**config.mk**
```make
export PLATFORM = sky130hd
export DESIGN_NAME = regfile_sb
export DESIGN_NICKNAME = d
export VERILOG_FILES = /design/src/rtl/regfile_pkg.sv /design/src/rtl/regfile_scoreboard.sv /design/src/rtl/regfile_sb.sv
export SDC_FILE = /design/constraint.sdc
export NUM_CORES = 1
export LEC_CHECK = 0
export ABC_AREA = 1
export CAP_MARGIN = 10
export CORE_MARGIN = 5
export CORE_UTILIZATION = 50
export DETAILED_ROUTE_END_ITERATION = 6
export GPL_ROUTABILITY_DRIVEN = 0
export PLACE_DENSITY = 0.8
export SETUP_SLACK_MARGIN = 0.5
export SYNTH_ARGS = -nofsm -noshare
export SYNTH_HDL_FRONTEND = slang
export SYNTH_SLANG_ARGS = --single-unit
```
**constraint.sdc**
```tcl
create_clock -name clk -period 2.1 [get_ports clk]
set_input_delay 0.21 -clock clk [delete_from_list [all_inputs] [get_ports clk]]
set_output_delay 0.21 -clock clk [all_outputs]
set_load 0.01 [all_outputs]
```
**src/rtl/regfile_pkg.sv**
```systemverilog
`default_nettype none
// ============================================================================
// Module      : regfile_pkg
// Description : Shared defaults, register-address type and zero-register
//               address for the regfile_sb register file.
//               Optional feature macro: REGFILE_BYPASS_EN (used in regfile_sb).
// Revision    : 1.0 - initial release
// ============================================================================
package regfile_pkg;

    // Default geometry of the register file.
    localparam int DATA_W_DEF = 16;
    localparam int ADDR_W_DEF = 3;

    // Number of architectural registers at the default address width.
    localparam int NREG = 2 ** ADDR_W_DEF;

    // Register address at the default address width.
    typedef logic [ADDR_W_DEF-1:0] reg_addr_t;

    // Address of the optionally hardwired-zero register.
    localparam reg_addr_t ZERO_ADDR = '0;

endpackage : regfile_pkg
`default_nettype wire

```
**src/rtl/regfile_scoreboard.sv**
```systemverilog
`default_nettype none
// ============================================================================
// Module      : regfile_scoreboard
// Description : Per-register busy bits. Issue reserves a destination, the
//               matching writeback releases it; a same-edge reserve wins over
//               the release so the newest producer stays tracked.
//               Exposes two busy lookups and the OR of all busy bits.
// Revision    : 1.0 - initial release
// ============================================================================
module regfile_scoreboard
    import regfile_pkg::*;
#(
    parameter int ADDR_W   = ADDR_W_DEF,
    parameter int ZERO_REG = 1
) (
    input  logic              clk,
    input  logic              i_rst_n,
    input  logic              i_release_en,
    input  logic [ADDR_W-1:0] i_release_reg,
    input  logic              i_reserve_en,
    input  logic [ADDR_W-1:0] i_reserve_reg,
    input  logic [ADDR_W-1:0] i_rd_addr1,
    input  logic [ADDR_W-1:0] i_rd_addr2,
    output logic              o_busy1,
    output logic              o_busy2,
    output logic              o_any_busy
);

    localparam int NUM_REGS = 2 ** ADDR_W;
    localparam logic [ADDR_W-1:0] C_ZERO_ADDR = ADDR_W'(ZERO_ADDR);

    logic [NUM_REGS-1:0] busy_q;
    logic [NUM_REGS-1:0] busy_d;

    // Next busy vector: release first, then reserve so a same-edge reserve wins.
    always_comb begin
        busy_d = busy_q;
        if (i_release_en) begin
            busy_d[i_release_reg] = 1'b0;
        end
        if (i_reserve_en) begin
            busy_d[i_reserve_reg] = 1'b1;
        end
        if (ZERO_REG != 0) begin
            busy_d[C_ZERO_ADDR] = 1'b0;
        end
    end

    // Busy flops, cleared asynchronously so in-flight reservations vanish at reset.
    always_ff @(posedge clk or negedge i_rst_n) begin
        if (!i_rst_n) begin
            busy_q <= '0;
        end else begin
            busy_q <= busy_d;
        end
    end

    // Lookups and drain indicator reflect stored state only.
    always_comb begin
        o_busy1    = busy_q[i_rd_addr1];
        o_busy2    = busy_q[i_rd_addr2];
        o_any_busy = |busy_q;
    end

endmodule : regfile_scoreboard
`default_nettype wire

```
**src/rtl/regfile_sb.sv**
```systemverilog
`default_nettype none
// ============================================================================
// Module      : regfile_sb
// Description : Parametrised register file with two combinational read ports,
//               one synchronous write port and a busy scoreboard for RAW
//               hazard detection. Register 0 can be hardwired to zero.
//               Optional macro REGFILE_BYPASS_EN forwards the write port onto
//               matching read ports in the same cycle.
// Revision    : 1.0 - initial release
// ============================================================================
module regfile_sb
    import regfile_pkg::*;
#(
    parameter int DATA_W   = DATA_W_DEF,
    parameter int ADDR_W   = ADDR_W_DEF,
    parameter int ZERO_REG = 1
) (
    input  logic              clk,
    input  logic              reset,
    input  logic [ADDR_W-1:0] readreg1,
    input  logic [ADDR_W-1:0] readreg2,
    output logic [DATA_W-1:0] readData1,
    output logic [DATA_W-1:0] readData2,
    output logic              busy1,
    output logic              busy2,
    input  logic              writeEnable,
    input  logic [ADDR_W-1:0] writeReg,
    input  logic [DATA_W-1:0] writeData,
    input  logic              reserveEnable,
    input  logic [ADDR_W-1:0] reserveReg,
    output logic              anyBusy
);

    localparam int NUM_REGS = 2 ** ADDR_W;
    localparam logic [ADDR_W-1:0] C_ZERO_ADDR = ADDR_W'(ZERO_ADDR);

    logic [DATA_W-1:0] mem_q [NUM_REGS];
    logic [DATA_W-1:0] mem_d [NUM_REGS];

    logic              w_wr_ok;
    logic              w_rsv_ok;
    logic              w_rd1_zero;
    logic              w_rd2_zero;
    logic [DATA_W-1:0] w_stored1;
    logic [DATA_W-1:0] w_stored2;
    logic              w_sb_busy1;
    logic              w_sb_busy2;

    // Qualify writes and reserves: the hardwired-zero register drops both.
    always_comb begin
        w_wr_ok  = writeEnable;
        w_rsv_ok = reserveEnable;
        if ((ZERO_REG != 0) && (writeReg == C_ZERO_ADDR)) begin
            w_wr_ok = 1'b0;
        end
        if ((ZERO_REG != 0) && (reserveReg == C_ZERO_ADDR)) begin
            w_rsv_ok = 1'b0;
        end
    end

    // Next data array: only the addressed register changes on a write.
    always_comb begin
        mem_d = mem_q;
        if (w_wr_ok) begin
            mem_d[writeReg] = writeData;
        end
    end

    // Data flops, cleared asynchronously so pending writes are discarded at reset.
    always_ff @(posedge clk or negedge reset) begin
        if (!reset) begin
            for (int i = 0; i < NUM_REGS; i++) begin
                mem_q[i] <= '0;
            end
        end else begin
            mem_q <= mem_d;
        end
    end

    // Stored read values with the zero register forced to zero.
    always_comb begin
        w_rd1_zero = (ZERO_REG != 0) && (readreg1 == C_ZERO_ADDR);
        w_rd2_zero = (ZERO_REG != 0) && (readreg2 == C_ZERO_ADDR);
        w_stored1  = w_rd1_zero ? '0 : mem_q[readreg1];
        w_stored2  = w_rd2_zero ? '0 : mem_q[readreg2];
    end

    regfile_scoreboard #(
        .ADDR_W   (ADDR_W),
        .ZERO_REG (ZERO_REG)
    ) u_scoreboard (
        .clk           (clk),
        .i_rst_n       (reset),
        .i_release_en  (w_wr_ok),
        .i_release_reg (writeReg),
        .i_reserve_en  (w_rsv_ok),
        .i_reserve_reg (reserveReg),
        .i_rd_addr1    (readreg1),
        .i_rd_addr2    (readreg2),
        .o_busy1       (w_sb_busy1),
        .o_busy2       (w_sb_busy2),
        .o_any_busy    (anyBusy)
    );

`ifdef REGFILE_BYPASS_EN
    logic w_hit1;
    logic w_hit2;

    // Forward the in-flight write onto matching read ports; a forwarded
    // register is about to be released, so its busy reads 0. Reset masks
    // the forward so outputs stay zero while held in reset.
    always_comb begin
        w_hit1    = reset && w_wr_ok && (writeReg == readreg1);
        w_hit2    = reset && w_wr_ok && (writeReg == readreg2);
        readData1 = w_hit1 ? writeData : w_stored1;
        readData2 = w_hit2 ? writeData : w_stored2;
        busy1     = w_sb_busy1 & ~w_hit1;
        busy2     = w_sb_busy2 & ~w_hit2;
    end
`else
    // Read ports show stored state only; writes appear after the edge.
    always_comb begin
        readData1 = w_stored1;
        readData2 = w_stored2;
        busy1     = w_sb_busy1;
        busy2     = w_sb_busy2;
    end
`endif

endmodule : regfile_sb
`default_nettype wire

```
# [Word level (Yosys, flattened, before mapping)]
# Index checks and enable logic that the tools add are counted.
# Widths: inputs -> output; s select.
[classes] magnitude_cmp=10 n_mux=23 bitwise=6 n_reduce_logical=8
[op_table] operator="$bwmux 128" count=1
[op_table] operator="$mux 16" count=7
[op_table] operator="$bmux 16 s3" count=2
[op_table] operator="$demux 16 s3" count=1
[op_table] operator="$lt 3x4->1 const B" count=4
[op_table] operator="$mux 8" count=2
[op_table] operator="$ge 4x4->1 const B" count=3
[op_table] operator="$logic_not 3->1" count=4
[op_table] operator="$not 3->4" count=3
[op_table] operator="$and 8x8->8" count=1
[op_table] operator="$not 8->8" count=1
[op_table] operator="$or 8x8->8" count=1
[op_table] operator="$reduce_or 7->1" count=1
[op_table] operator="$bmux 1 s3" count=2
[op_table] operator="$demux 1 s3" count=2
[op_table] operator="$ge 3x1->1 const B" count=2
[op_table] operator="$mux 1" count=6
[op_table] operator="$lt 4x1->1 const B" count=1
[op_table] operator="$logic_and 1x1->1" count=3
[totals] regBits=135 inputBits=32 out_inout_bits=35 elab_cells=56

# [Logic depth before layout (Yosys ltp)]
# Gate-level depths: netlist of the first run.
[depth] depth_word=9 mapped_depth=9 mapped_depth_nobuf=7

# [Modules after synthesis]
# From an unflattened synthesis of the first run, not the netlist that was laid out.
[hier_totals] cells_unflattened=1175 hier_area_um2=7922.6
[modules_own_cells] module="regfile_sb" instances=1 cells_per_inst=1094 area_per_inst_um2=7430.9 seq_area_each_um2=3203.1
[modules_own_cells] module="regfile_scoreboard" instances=1 cells_per_inst=81 area_per_inst_um2=491.7 seq_area_each_um2=175.2

# [Worst setup path before layout of the first run]
# Ideal clock, no wire load.
[synth_timing] path_kind="in2out" start="input readreg2[0]" end="output readData2[10]" t_arrival_ns=1.022 required_ns=1.890 path_slack_ns=0.868 cell_stages=7 n_path_buf=3 path_cell_list="buf_4 inv_2 buf_6 nand3_2 buf_2 nand2_1 nor2_1"
[synth_between] elab_chain_len=5 word_cells_on_any_way=6 cone_classes="mux: 4; bitwise: 1; reduce/logical: 1"
[synth_lines] item="start: declaration" line_no="regfile_sb.sv:21" text="input logic [ADDR_W-1:0] readreg2,"
[synth_lines] item="$not 3->4 (implied by the code)" line_no="regfile_sb.sv:85" text="w_stored2 = w_rd2_zero ? '0 : mem_q[readreg2];"
[synth_lines] item="$bmux 16 s3" line_no="regfile_sb.sv:85"
[synth_lines] item="$mux 16 (implied by the code) (2 in a row)" line_no="regfile_sb.sv:85"
[synth_lines] item="$mux 16 (*)" line_no="regfile_sb.sv:85"
[synth_lines] item="end: declaration" line_no="regfile_sb.sv:23" text="output logic [DATA_W-1:0] readData2,"
# Every way passes the cells marked *; elsewhere a longest branch is shown, timed or not. The select of a mux whose other input is x is not followed.

# [Worst setup path in the final report of the first run]
[layout_timing] start="register mem_q[40] (netlist bit)" end="output readData1[8]"
[layout_between] elab_chain_len=4
[layout_lines] item="start: declaration" line_no="regfile_sb.sv:37" text="logic [DATA_W-1:0] mem_q [NUM_REGS];"
[layout_lines] item="start signal: assignment" line_no="regfile_sb.sv:76" text="mem_q <= mem_d;"
[layout_lines] item="$bmux 16 s3" line_no="regfile_sb.sv:84" text="w_stored1 = w_rd1_zero ? '0 : mem_q[readreg1];"
[layout_lines] item="$mux 16 (implied by the code) (2 in a row)" line_no="regfile_sb.sv:84"
[layout_lines] item="$mux 16" line_no="regfile_sb.sv:84"
[layout_lines] item="end: declaration" line_no="regfile_sb.sv:22" text="output logic [DATA_W-1:0] readData1,"
# Every way passes these cells. The select of a mux whose other input is x is not followed.

==> results of run 1 <==
metrics by stage:
stage	utilization (%)	cells	area [sq um]	setup WS (ps)	hold WS, ps
5_1_grt	63.99	1467	9763	351.3	319.2
6_report	63.99	1467	9763	438.3	260.7
4_1_cts	62.38	1451	9518	405.2	275.0
2_1_floorplan	-	1177	7831	867.6	-85.59
3_3_place_gp	57.88	1408	8831	-190.4	144.6
3_5_place_dp	57.88	1408	8831	-184.9	146.6
sequential cells by signal, indices dropped and copies added (netlist names):
register,flops
u_scoreboard.busy_q,7
mem_q,128
kinds of logic (layout without fill, tap and decap cells):
family / count (synthesis) / after routing
compound gates: 218 / 218
flops: 135 / 135
simple gates: 576 / 576
buf+inv: 248 / 327
cells in the mapped netlist:
| cell | number |
|---|---|
| nor2_1 | 56 |
| buf_2 | 33 |
| a21oi_1 | 1 |
| clkbuf_1 | 39 |
| o211ai_1 | 3 |
| buf_6 | 10 |
| nand3_1 | 88 |
| nor2_2 | 1 |
| nand4_1 | 2 |
| o22ai_1 | 1 |
| inv_1 | 157 |
| inv_2 | 4 |
| o21ai_0 | 188 |
| nand3_2 | 1 |
| nor3_4 | 1 |
| buf_1 | 2 |
| buf_4 | 1 |
| o21ai_1 | 25 |
| dfrtp_1 | 135 |
| clkbuf_2 | 2 |
| nor3_1 | 1 |
| nand2_1 | 426 |
repair_timing:
| item | 4_1_cts | 5_1_grt |
|---|---|---|
| hold endpoints to repair | 39 | 0 |
| hold buffers | 1 | 0 |
| cloned | 1 | 0 |
| pin swaps | 33 | 55 |
| setup endpoints to repair | 35 | 34 |
| gates resized for setup | 211 | 74 |
| buffers inserted | 9 | 16 |
power breakdown:
group / leakage [nW] / total, mW / internal (mW) / switching (mW)
Sequential: 1.71 / 3.37 / 3.04 / 0.332
Combinational: 3.04 / 2.10 / 0.871 / 1.23
Clock: 0.317 / 3.32 / 2.15 / 1.17
Total: 5.06 / 8.79 / 6.06 / 2.73
area by class of cell:
cell class | count | area [sq um] | share of cell area, %
Tap cell | 211 | 264.0 | 2.704
Clock buffer | 18 | 439.2 | 4.498
Clock inverter | 14 | 222.7 | 2.281
Sequential cell | 135 | 3378 | 34.60
Timing Repair Buffer | 134 | 1284 | 13.15
Inverter | 161 | 604.3 | 6.190
Multi-Input combinational cell | 794 | 3571 | 36.58
metal layers:
metal	up-vias	global-route usage, %	routed length, microns
met1	3658	33.31	9134
met3	105	6.464	2319
met4	0	14.50	1118
met5	-	0	0
li1	3773	-	-
met2	466	40.93	11030
worst paths after layout:
check                                       start                      to  slack (ps)  cells past startpoint
setup / recovery            mem_q[40]$_DFFE_PN0P_            readData1[8]         440                      7
hold / removal                              reset    mem_q[0]$_DFFE_PN0P_         260                      2
setup reg to reg            mem_q[40]$_DFFE_PN0P_   mem_q[40]$_DFFE_PN0P_        1160                      4
hold reg to reg            mem_q[116]$_DFFE_PN0P_  mem_q[116]$_DFFE_PN0P_         380                      0
max in group asynchronous                   reset  mem_q[101]$_DFFE_PN0P_        1120                      3
min in group clk                    writeData[14]   mem_q[14]$_DFFE_PN0P_         370                      3
placed cells by master, fill, tap and decap left out, drive strengths merged, types with 2 or more instances in the layout:
cell type and count:
buf 104, bufinv 5, clkbuf 18, clkdlybuf4s50 25, clkinv 5, clkinvlp 2
dfrtp 135, dlygate4sd2 2, inv 163, nand2 426, nand3 89, nand4 2
nor2 57, nor3 2, o211ai 3, o21ai 213
==> impl_metrics.tcl, run 1 <==
set metrics [dict create \
    critical_path_buf_inv_count 1 \
    synthSimpleGateAreaFrac_pct 29.37 \
    wl_per_cell_microns 16.09 \
    cts_tree "yes" \
    portBuffers 66 \
    timing.critical_path.mode_cell "nand2_1" \
    synthAdderAreaFrac_pct 0 \
    synth_compound_area_share_pct 14.04 \
    post-route-drc-count 0 \
    syn_area_sq_um 7831 \
    slew_viol_final 0 \
    path_clk_slew_ps 60 \
    max_stage_delay_ps 390 \
    vias 8002 \
    diodes 0 \
    syn2layout_area_growth_pct 24.67 \
    worstPathArrival_ps 1450 \
    gr-total-overflow 0 \
    final-hold-violation-count 0 \
    syn-num-nets 1209 \
    core_area_sq_um 15260 \
    synth.avg_cell_area_sq_um 6.654 \
    ys_warn_count 0 \
    ctsRootBufferMaster "clkbuf_16" \
    hpwl_microns 14830 \
    rsz0062_at_grt "yes" \
    synthMuxAreaShare_pct 0 \
    layout.nets 1275 \
    fillCellCount 1260 \
    p_leak_nw 5.063 \
    status "complete, no violations" \
    fmax_mhz 601.8 \
    cp_max_fo 3 \
    ys_seq_elements 135 \
    power_density_nw_per_um2 900.1 \
    fin_tns_setup_ps 0 \
    critPathKind "reg2out" \
    tightest_slew_ps 411.7 \
    fp.dieH_microns 135.2 \
    crit_family "flip-flops" \
    pin_count 67 \
    cp-start-kind "flop" \
    synth.distinct_cells 22 \
    hold_class "in2async" \
    grt_pass1_wl_microns 37590 \
    drtIter0Drc 893 \
    cp_cell_sequence "nand2_1 -> o21ai_1 -> nand2_1 -> o21ai_1 -> nand2_1 -> nand2_1 -> buf_2" \
    ant_nets 0 \
    h-tree-depth 4 \
    cts_sinks 135 \
    required_ps 1890 \
    slowest_stage "dfrtp_1" \
    antenna_found_initial 0 \
    grt_usage_pct 26.15 \
    seq_area_frac_synth_pct 43.14 \
    synth_top_cell_by_area "dfrtp_1" \
    die-area_sq_um 18270 \
    cts_buffers 17 \
    finClkSkew_ps 0 \
    finalCritPeriodShare_pct 79.13 \
    finalWirelength_microns 23610 \
    cp-end-kind "output pin" \
    peakVddDrop_uv 611.6 \
    syn_inst 1177 \
    cts_buffer_depth 2 \
    start_util_pct 51.32 \
    grt_start_max_net_pins 60 \
    maxCapViolations 0 \
    drive_above_1_share_pct 17.99 \
    maxSlewHeadroom_pct 72.55 \
    clock_latency_ps 420 \
    fin_crit_ps 1662 \
    fp.dieW_microns 135.2 \
    vias_per_cell 5.455 \
    synth_top_family_by_area "simple AND/OR/NAND/NOR gates" \
    firstDrtPassIters 5 \
    yosys.area.top_type_share_pct 43.14 \
    setup_violations 0 \
    synth_area_leaders "dfrtp_1 (43%), nand2_1 (20%), o21ai_0 (12%)" \
    fp-row-count 45 \
    first_global_vias 7443 \
    synthXorXnorAreaFrac_pct 0 \
    p_total_mw 8.787 \
]
No activity file was read; power rests on OpenSTA's default activity.
==> run 2: changes to the inputs <==
Settings changed: PLACE_DENSITY 0.8 to 0.83.
Clock period 2.1 ns to 1.43 ns, I/O delays scaled along.
==> impl_metrics.tcl, run 2 (synthesis gave the netlist of run 1 again) <==
set metrics [dict create \
    largest_register "mem_q" \
    grt_start_max_net_pins 45 \
    max_stage_delay_ps 410 \
    fin_crit_ps 1794 \
    cp-start-kind "flop" \
    ctsRootBufferMaster "clkbuf_16" \
    mostFrequentLayoutCells "nand2_1 (387), dfrtp_1 (135), inv_1 (128)" \
    cts_buffer_depth 2 \
    clock_latency_ps 430 \
    fin_tns_setup_ps -5460 \
    cts_buffers 17 \
    grt_pass1_wl_microns 42020 \
    fillCellCount 983 \
    worst_slack_ps -364.0 \
    drtIter0Drc 1553 \
    reg2regPathDepth 4 \
    slew_viol_final 0 \
    vias 8882 \
    largest_reg_flops 128 \
    layout_commonest_cell "nand2_1" \
    syn2layout_area_growth_pct 37.80 \
    fp.dieW_microns 135.2 \
    first_global_vias 8160 \
    rsz0062_at_grt "yes" \
    final-hold-violation-count 0 \
    timing.critical_path.mode_cell "nand2_1" \
    grt_usage_pct 29.15 \
    status "finished with violations" \
    place_area_sq_um 9389 \
    power_density_nw_per_um2 1276 \
    cts_tree "yes" \
    hold_class "in2async" \
    hpwl_microns 15530 \
    peakVddDrop_uv 907.2 \
    firstDrtPassIters 7 \
    slowest_stage "dfrtp_1" \
    required_ps 1290 \
    diodes 0 \
    maxSlewHeadroom_pct 67.14 \
    critical_path_buf_inv_count 1 \
    core_area_sq_um 15260 \
    path_clk_slew_ps 60 \
    fmax_mhz 557.4 \
    cp-end-kind "output pin" \
    pin_count 67 \
    worstPathArrival_ps 1650 \
    antenna_found_initial 0 \
    place_worst_setup_slack_ps -667.1 \
    setup_violations 35 \
    fp-row-count 45 \
    fp.dieH_microns 135.2 \
    p_leak_nw 5.531 \
    final_area_sq_um 10790 \
    drive_above_1_share_pct 27.29 \
    ant_nets 0 \
    r2r_slack_ps 470 \
    post-route-drc-count 0 \
    violations "negative setup slack" \
    final_cells 1534 \
    path_depth 7 \
    critPathKind "reg2out" \
    cp_cell_sequence "nand2_1 -> o21ai_1 -> nand2_1 -> o21ai_1 -> nand2_1 -> nand2_2 -> buf_6" \
    maxCapViolations 0 \
    tightest_slew_ps 492.9 \
    h-tree-depth 4 \
    die-area_sq_um 18270 \
    finClkSkew_ps 0 \
    vias_per_cell 5.790 \
    portBuffers 66 \
    cts_sinks 135 \
    crit_family "flip-flops" \
    cp_max_fo 3 \
    place_inst 1450 \
    start_util_pct 51.32 \
    finalWirelength_microns 28720 \
    top_regs "mem_q x128, u_scoreboard.busy_q x7" \
    gr-total-overflow 0 \
    layout.nets 1342 \
    wl_per_cell_microns 18.72 \
    finalCritPeriodShare_pct 125.5 \
]
## run 2: what timing repair did
item,CTS,global route
gates cloned,2,0
endpoints found under the setup margin,154,38
pin swaps,78,57
gates resized for setup,254,92
hold buffers,1,0
hold endpoints to repair,38,0
buffers inserted,39,10
## run 2: metrics by stage
stage | hold slack, ps | power [mW] | utilization, %
2_1_floorplan | -152.6 | 6.684 | -
3_3_place_gp | 107.4 | 7.999 | 61.53
3_5_place_dp | 113.1 | 8.110 | 61.53
4_1_cts | 232.4 | 13.17 | 68.41
5_1_grt | 265.4 | 14.31 | 70.73
6_report | 222.6 | 13.78 | 70.73
## run 2: power breakdown
| group | leakage (nW) | internal (mW) | total, mW | switching, mW |
|---|---|---|---|---|
| clock network | 0.297 | 2.85 | 4.69 | 1.83 |
| registers | 1.71 | 4.47 | 4.99 | 0.526 |
| logic | 3.53 | 1.84 | 4.10 | 2.26 |
| total | 5.53 | 9.16 | 13.8 | 4.62 |
## run 2: final timing paths
check	from	end
worst max-delay path	mem_q[43]$_DFFE_PN0P_	readData1[11]
worst min-delay path	reset	mem_q[32]$_DFFE_PN0P_
worst max register to register	mem_q[71]$_DFFE_PN0P_	mem_q[71]$_DFFE_PN0P_
worst min register to register	mem_q[113]$_DFFE_PN0P_	mem_q[113]$_DFFE_PN0P_
max in group asynchronous	reset	mem_q[56]$_DFFE_PN0P_
min in group clk	writeData[12]	mem_q[12]$_DFFE_PN0P_
## run 2: area by class of cell
class	count	area, sq um	area share, %
tap	211	264.0	2.446
inverter	161	604.3	5.600
multi-input combinational	794	3847	35.65
clock buffer	19	452.9	4.197
sequential	135	3378	31.30
timing repair buffer	201	2074	19.22
clock inverter	13	170.2	1.577
## run 2: worst register-to-register path: cells and delay by family (launching register included)
family	cells	cell delay (ps)
compound gates	1	70
flops	1	400
buf+inv	2	290
simple gates	1	80
## run 2: per-layer routing
metal / part of all wire, % / up-vias / track usage (%)
li1: - / 3918 / -
met4: 7.4 / 0 / 17.41
met1: 37 / 3983 / 38.13
met5: 0 / - / 0
met3: 12 / 211 / 6.204
met2: 44 / 770 / 44.58
==> run 3: changes to the inputs <==
Settings changed: SLEW_MARGIN set to 10.
==> results of run 3 <==
Same layout as run 2: the final DEF is identical, and so are final timing and power.
